`config.mk`:
```
export PLATFORM = sky130hd
export DESIGN_NAME = axis_frame_trailer
export DESIGN_NICKNAME = d
export VERILOG_FILES = /design/src/rtl/axis_pkg.sv /design/src/rtl/axis_out_reg.sv /design/src/rtl/axis_frame_trailer.sv
export SDC_FILE = /design/constraint.sdc
export NUM_CORES = 1
export LEC_CHECK = 0
export CAP_MARGIN = 20
export CORE_MARGIN = 8
export CORE_UTILIZATION = 40
export CTS_CLUSTER_SIZE = 25
export DETAILED_ROUTE_END_ITERATION = 6
export GPL_TIMING_DRIVEN = 0
export SKIP_CTS_REPAIR_TIMING = 1
export SLEW_MARGIN = 20
export SYNTH_ARGS = -nofsm -noshare
export SYNTH_HDL_FRONTEND = slang
export SYNTH_SLANG_ARGS = --single-unit
```
`constraint.sdc`:
```
create_clock -name CLK -period 4.5 [get_ports CLK]
set_input_delay 1.35 -clock CLK [delete_from_list [all_inputs] [get_ports CLK]]
set_output_delay 1.35 -clock CLK [all_outputs]
set_load 0.005 [all_outputs]
```
`src/rtl/axis_pkg.sv`:
```
// Shared AXI-Stream definitions for the byte FIFO and the stages downstream of it.
package axis_pkg;

   localparam int unsigned AXIS_WIDTH   = 8;
   localparam int unsigned AXIS_COUNT_W = 16;

   typedef enum logic [1:0] {PASS, LEN, CSUM} trailer_state_t;

endpackage

```
`src/rtl/axis_out_reg.sv`:
```
// Single-stage AXI-Stream output register; refills whenever the slot is empty or draining.
module axis_out_reg
   import axis_pkg::*;
#(
   parameter int unsigned width = AXIS_WIDTH
) (
   input  logic             CLK,
   input  logic             Reset,
   input  logic             load,
   input  logic [width-1:0] load_data,
   input  logic             load_last,
   input  logic             M_TReady,
   output logic [width-1:0] M_TData,
   output logic             M_TValid,
   output logic             M_TLast,
   output logic             slot_free
);

   assign slot_free = !M_TValid || M_TReady;

   // NOTE: sequential state uses <= so every register updates from pre-edge values.
   always_ff @(posedge CLK) begin
      if (Reset) begin
         M_TData  <= '0;
         M_TValid <= 1'b0;
         M_TLast  <= 1'b0;
      end else if (slot_free) begin
         M_TValid <= load;
         if (load) begin
            M_TData <= load_data;
            M_TLast <= load_last;
         end
      end
   end

endmodule

```
`src/rtl/axis_frame_trailer.sv`:
```
// Passes packet bytes through, then appends length and XOR checksum words; TLast rides on the checksum.
module axis_frame_trailer
   import axis_pkg::*;
#(
   parameter int unsigned width   = AXIS_WIDTH,
   parameter int unsigned count_w = AXIS_COUNT_W
) (
   input  logic               CLK,
   input  logic               Reset,
   input  logic [width-1:0]   S_TData,
   input  logic               S_TValid,
   input  logic               S_TLast,
   output logic               S_TReady,
   output logic [width-1:0]   M_TData,
   output logic               M_TValid,
   output logic               M_TLast,
   input  logic               M_TReady,
   output logic               Busy,
   output logic [count_w-1:0] FrameCount
);

   trailer_state_t   state, next_state;
   logic [width-1:0] len, csum;
   logic             slot_free, accept;
   logic             load, load_last;
   logic [width-1:0] load_data;

   axis_out_reg #(.width(width)) u_out_reg (
      .CLK       (CLK),
      .Reset     (Reset),
      .load      (load),
      .load_data (load_data),
      .load_last (load_last),
      .M_TReady  (M_TReady),
      .M_TData   (M_TData),
      .M_TValid  (M_TValid),
      .M_TLast   (M_TLast),
      .slot_free (slot_free)
   );

   assign S_TReady = (state == PASS) && slot_free;
   assign accept   = S_TValid && S_TReady;
   assign Busy     = (state != PASS);

   always_ff @(posedge CLK) begin
      if (Reset) state <= PASS;
      else       state <= next_state;
   end

   // NOTE: every always_comb output gets a default first so no path infers a latch.
   always_comb begin
      next_state = state;
      load       = 1'b0;
      load_data  = S_TData;
      load_last  = 1'b0;
      case (state)
         PASS: begin
            if (accept) begin
               load = 1'b1;
               if (S_TLast) next_state = LEN;
            end
         end
         LEN: begin
            if (slot_free) begin
               load       = 1'b1;
               load_data  = len;
               next_state = CSUM;
            end
         end
         CSUM: begin
            if (slot_free) begin
               load       = 1'b1;
               load_data  = csum;
               load_last  = 1'b1;
               next_state = PASS;
            end
         end
         default: next_state = PASS;
      endcase
   end

   // Length wraps modulo 2^width by design; the checksum word clears both accumulators.
   always_ff @(posedge CLK) begin
      if (Reset) begin
         len  <= '0;
         csum <= '0;
      end else if (accept) begin
         len  <= len + width'(1);
         csum <= csum ^ S_TData;
      end else if (state == CSUM && slot_free) begin
         len  <= '0;
         csum <= '0;
      end
   end

   always_ff @(posedge CLK) begin
      if (Reset)
         FrameCount <= '0;
      else if (M_TValid && M_TReady && M_TLast)
         FrameCount <= FrameCount + count_w'(1);
   end

endmodule
```
==> run_results.csv <==
group,metric,value,unit
run_status,outcome,"complete, no violations",
logic_synthesis,avgSynthCellArea,8.59,um^2
power_and_ir_drop,leakage,0.985,nW
routing,wl_per_cell,14.8,um
placed_design,io_buffers,39,
cts,cts_max_level,2,
logic_synthesis,syn_inst,250,
sta,finalCriticalPeriod,4.09,ns
floorplan,die_area,7970,um^2
cts,cts_buffer_depth,2,
sta,fmax,0.244,GHz
final_layout,syn2layout_area_growth,26.6,%
setup_path,critPathCaptureType,"primary output",
cts,cts_inserted_buffers,5,
job,maxCapViolations,0,
global_route,antenna_found_initial,0,
logic_synthesis,synthSimpleGateAreaFrac,22.8,%
floorplan,die_w,89.3,um
logic_synthesis,ys_seq_elements,44,
logic_synthesis,synth.distinct_cells,40,
logic_synthesis,synth_edf_count,0,
global_route,grt_use_met2,23.8,%
sta,layout_worst_path_cycle_share,90.9,%
global_route,overflow,0,
global_route,grt_use_met1,17.4,%
global_route,grt_use_total,14.4,%
sta,finalMaxSlewViolations,0,
logic_synthesis,synth_flop_cell,"dfxtp_1",
power_and_ir_drop,p_seq_share,38.8,%
power_and_ir_drop,p_comb_share,41.8,%
setup_path,cp_data_required_time,3.15,ns
logic_synthesis,synth-compound-area-share,13.3,%
routing,firstDrtPassIters,4,
power_and_ir_drop,p_switching,0.494,mW
sta,worst_slack,0.408,ns
logic_synthesis,synth_warnings,0,
routing,drt_iter0_markers,65,
routing,drc,0,
setup_path,crit_arrival,2.74,ns
power_and_ir_drop,powerDensity,485,nW/um^2
floorplan,fp-row-count,26,
final_layout,final_layout_size_suffix_gt1_share,5.39,%
cts,clk_latency,0.30,ns
global_route,grt_pass1_vias,1806,
global_route,busiest_layer,"met2",
final_layout,num-nets-final,317,
placed_design,place_congestion,0.825,
placed_design,pre_cts_ws,0.396,ns
final_layout,n_fill_cell,559,
cts,clk_pin_slew,0.09,ns
logic_synthesis,synthMuxAreaShare,5.59,%
routing,antenna_left,0,
logic_synthesis,ys_seq_area_share,41.0,%
setup_path,crit_path_top_delay_cell,"clkdlybuf4s50_1",
setup_path,r2r_cells,8,
cts,cts.sinks,44,
sta,grt_setup_unrepaired,"no",
logic_synthesis,netlist_area,2150,um^2
setup_path,worst-path-stages,4,
power_and_ir_drop,p_clk_share,19.4,%
setup_path,cp_top_family,"buffers and inverters",
sta,relSlewSlack,60.4,%
routing,vias,1903,
final_layout,num_antenna_cells,0,
hold_path,hp-class,"reg2reg",
logic_synthesis,synth_top_family_by_area,"simple AND/OR/NAND/NOR gates",
sta,setup_viol,0,
setup_path,path_cells,"clkdlybuf4s50_1 -> nor2b_1 -> nor2_1 -> clkdlybuf4s50_1",
routing,vias_per_cell,5.19,
routing,drt-total-wl,5440,um
setup_path,cp_common_cell,"clkdlybuf4s50_1",
global_route,grt_max_degree,16,
floorplan,initial_core_util,41.8,%
setup_path,crit_type,"in2out",
setup_path,path_max_fanout,6,
power_and_ir_drop,ir_drop,0.158,mV
hold_path,holdPathStages,2,
logic_synthesis,synthArstFlopShare,0,%
global_route,gr-usage-met3,4.23,%
sta,skew,0.00285,ns
cts,root_buffer,"clkbuf_8",
logic_synthesis,syn_nets,271,
setup_path,startpoint_type,"primary input",
floorplan,die_h,89.3,um
sta,setup_tns,0,ns
setup_path,critPathBufInv,2,
floorplan,coreArea,5140,um^2
power_and_ir_drop,switching_share,37.4,%
logic_synthesis,synth_fa_ha_area_share,4.66,%
placed_design,place_hpwl,3980,um
logic_synthesis,synth_xor_area_share,8.15,%
power_and_ir_drop,internal_power,0.826,mW
global_route,grt_pass1_wl,8760,um
floorplan,io_pins,41,
sta,final_hold_viol_count,0,
setup_path,cpPeakStageDelay,0.47,ns
sta,tightestPinTransition,0.594,ns
cts,cts_tree,"done",
[metal layers]
metal | part of all wire (%) | wire (um)
met1 | 46 | 2480
met3 | 4.3 | 232
met2 | 49 | 2680
met5 | 0 | 0
met4 | 1.0 | 55
[synthesized netlist by cell type, types with 2 or more instances]
master    instances  area, um^2
o21ai_0           3        15.0
or4_1             2        15.0
clkbuf_1         13        48.8
nand2_1           6        22.5
dfxtp_1          44         881
a211oi_1          4        30.0
nand3_1          17        85.1
or3_1             2        12.5
xnor2_1           7        61.3
o31ai_1           2        15.0
nand2b_1          2        12.5
inv_1            10        37.5
nand4_1           5        31.3
a21oi_1          18        90.1
and4_1            2        17.5
a22oi_1           9        67.6
and2_1            2        12.5
ha_1              8         100
nor4_1            2        12.5
xor2_1           13         114
nor2_1           46         173
mux2i_1          12         120
nor3_1            4        20.0
[final cells by class]
type | instances | area (um^2) | share of cell area, %
sequential | 44 | 881 | 32.4
timing repair buffer | 39 | 390 | 14.4
multi-input combinational | 181 | 1170 | 43.1
tap | 70 | 87.6 | 3.22
clock inverter | 3 | 23.8 | 0.874
inverter | 10 | 37.5 | 1.38
clock buffer | 5 | 68.8 | 2.53
buffer | 15 | 57.6 | 2.12
[worst register-to-register path, delay by kind of cell (launching register included)]
kind / cells / cell delay (ns)
adders and majority gates: 1 / 0.28
buffers and inverters: 4 / 0.86
AOI/OAI and AO/OA: 1 / 0.21
DFF: 1 / 0.42
muxes: 1 / 0.24
and+or+nand+nor: 1 / 0.05
[placed cells by master (no fill, tap or decap), types with 2 or more instances in the layout]
master | synthesis | layout
o31ai_1 | 2 | 2
clkbuf_1 | 13 | 13
mux2i_1 | 12 | 12
and2_1 | 2 | 2
nor4_1 | 2 | 2
clkdlybuf4s50_1 | 0 | 39
a211oi_1 | 4 | 4
nor3_1 | 4 | 4
clkinvlp_4 | 0 | 2
nand2b_1 | 2 | 2
xnor2_1 | 7 | 7
nand3_1 | 17 | 17
nand2_1 | 6 | 6
xor2_1 | 13 | 13
nor2_1 | 46 | 46
o21ai_0 | 3 | 3
inv_1 | 10 | 10
a22oi_1 | 9 | 9
clkbuf_8 | 0 | 5
or3_1 | 2 | 2
ha_1 | 8 | 8
nand4_1 | 5 | 5
or4_1 | 2 | 2
a21oi_1 | 18 | 18
and4_1 | 2 | 2
dfxtp_1 | 44 | 44
[cell families after synthesis]
logic type,after synthesis
compound gates,44
mux,12
buf+inv,25
fa+ha+maj,8
flops,44
simple gates,97
xor+xnor,20
[worst paths after layout]
kind,from,slack [ns],end
min reg2reg,len[7],0.48,len[7]
max,M_TReady,0.41,S_TReady
max reg2reg,state[0],2.34,u_out_reg.M_TData[5]
min,len[7],0.48,len[7]
[sequential cells by signal, summed over array words and instances (netlist names)]
register / cells
state: 2
u_out_reg.M_TData: 8
csum: 8
len: 8
u_out_reg.M_TLast: 1
u_out_reg.M_TValid: 1
FrameCount: 16
[through the flow]
stage               hold slack [ns]  cell area, um^2  std cells  util [%]  power, mW
global placement              0.465             2630        359      51.1       1.07
floorplan                     0.445             2150        250         -      0.860
global route                  0.503             2720        367      52.9       1.41
finish                        0.481             2720        367      52.9       1.32
CTS                           0.483             2720        367      52.9       1.33
detailed placement            0.469             2630        359      51.1       1.08
[power groups by stage]
stage | combinational [mW] | sequential [mW] | clock, mW
final | 0.551 | 0.512 | 0.256
after floorplan | 0.345 | 0.515 | 0
after detailed placement | 0.553 | 0.522 | 0
after global routing | 0.604 | 0.523 | 0.284
after CTS | 0.556 | 0.514 | 0.265
after global placement | 0.549 | 0.522 | 0
Power figures use the tool's default switching activity.
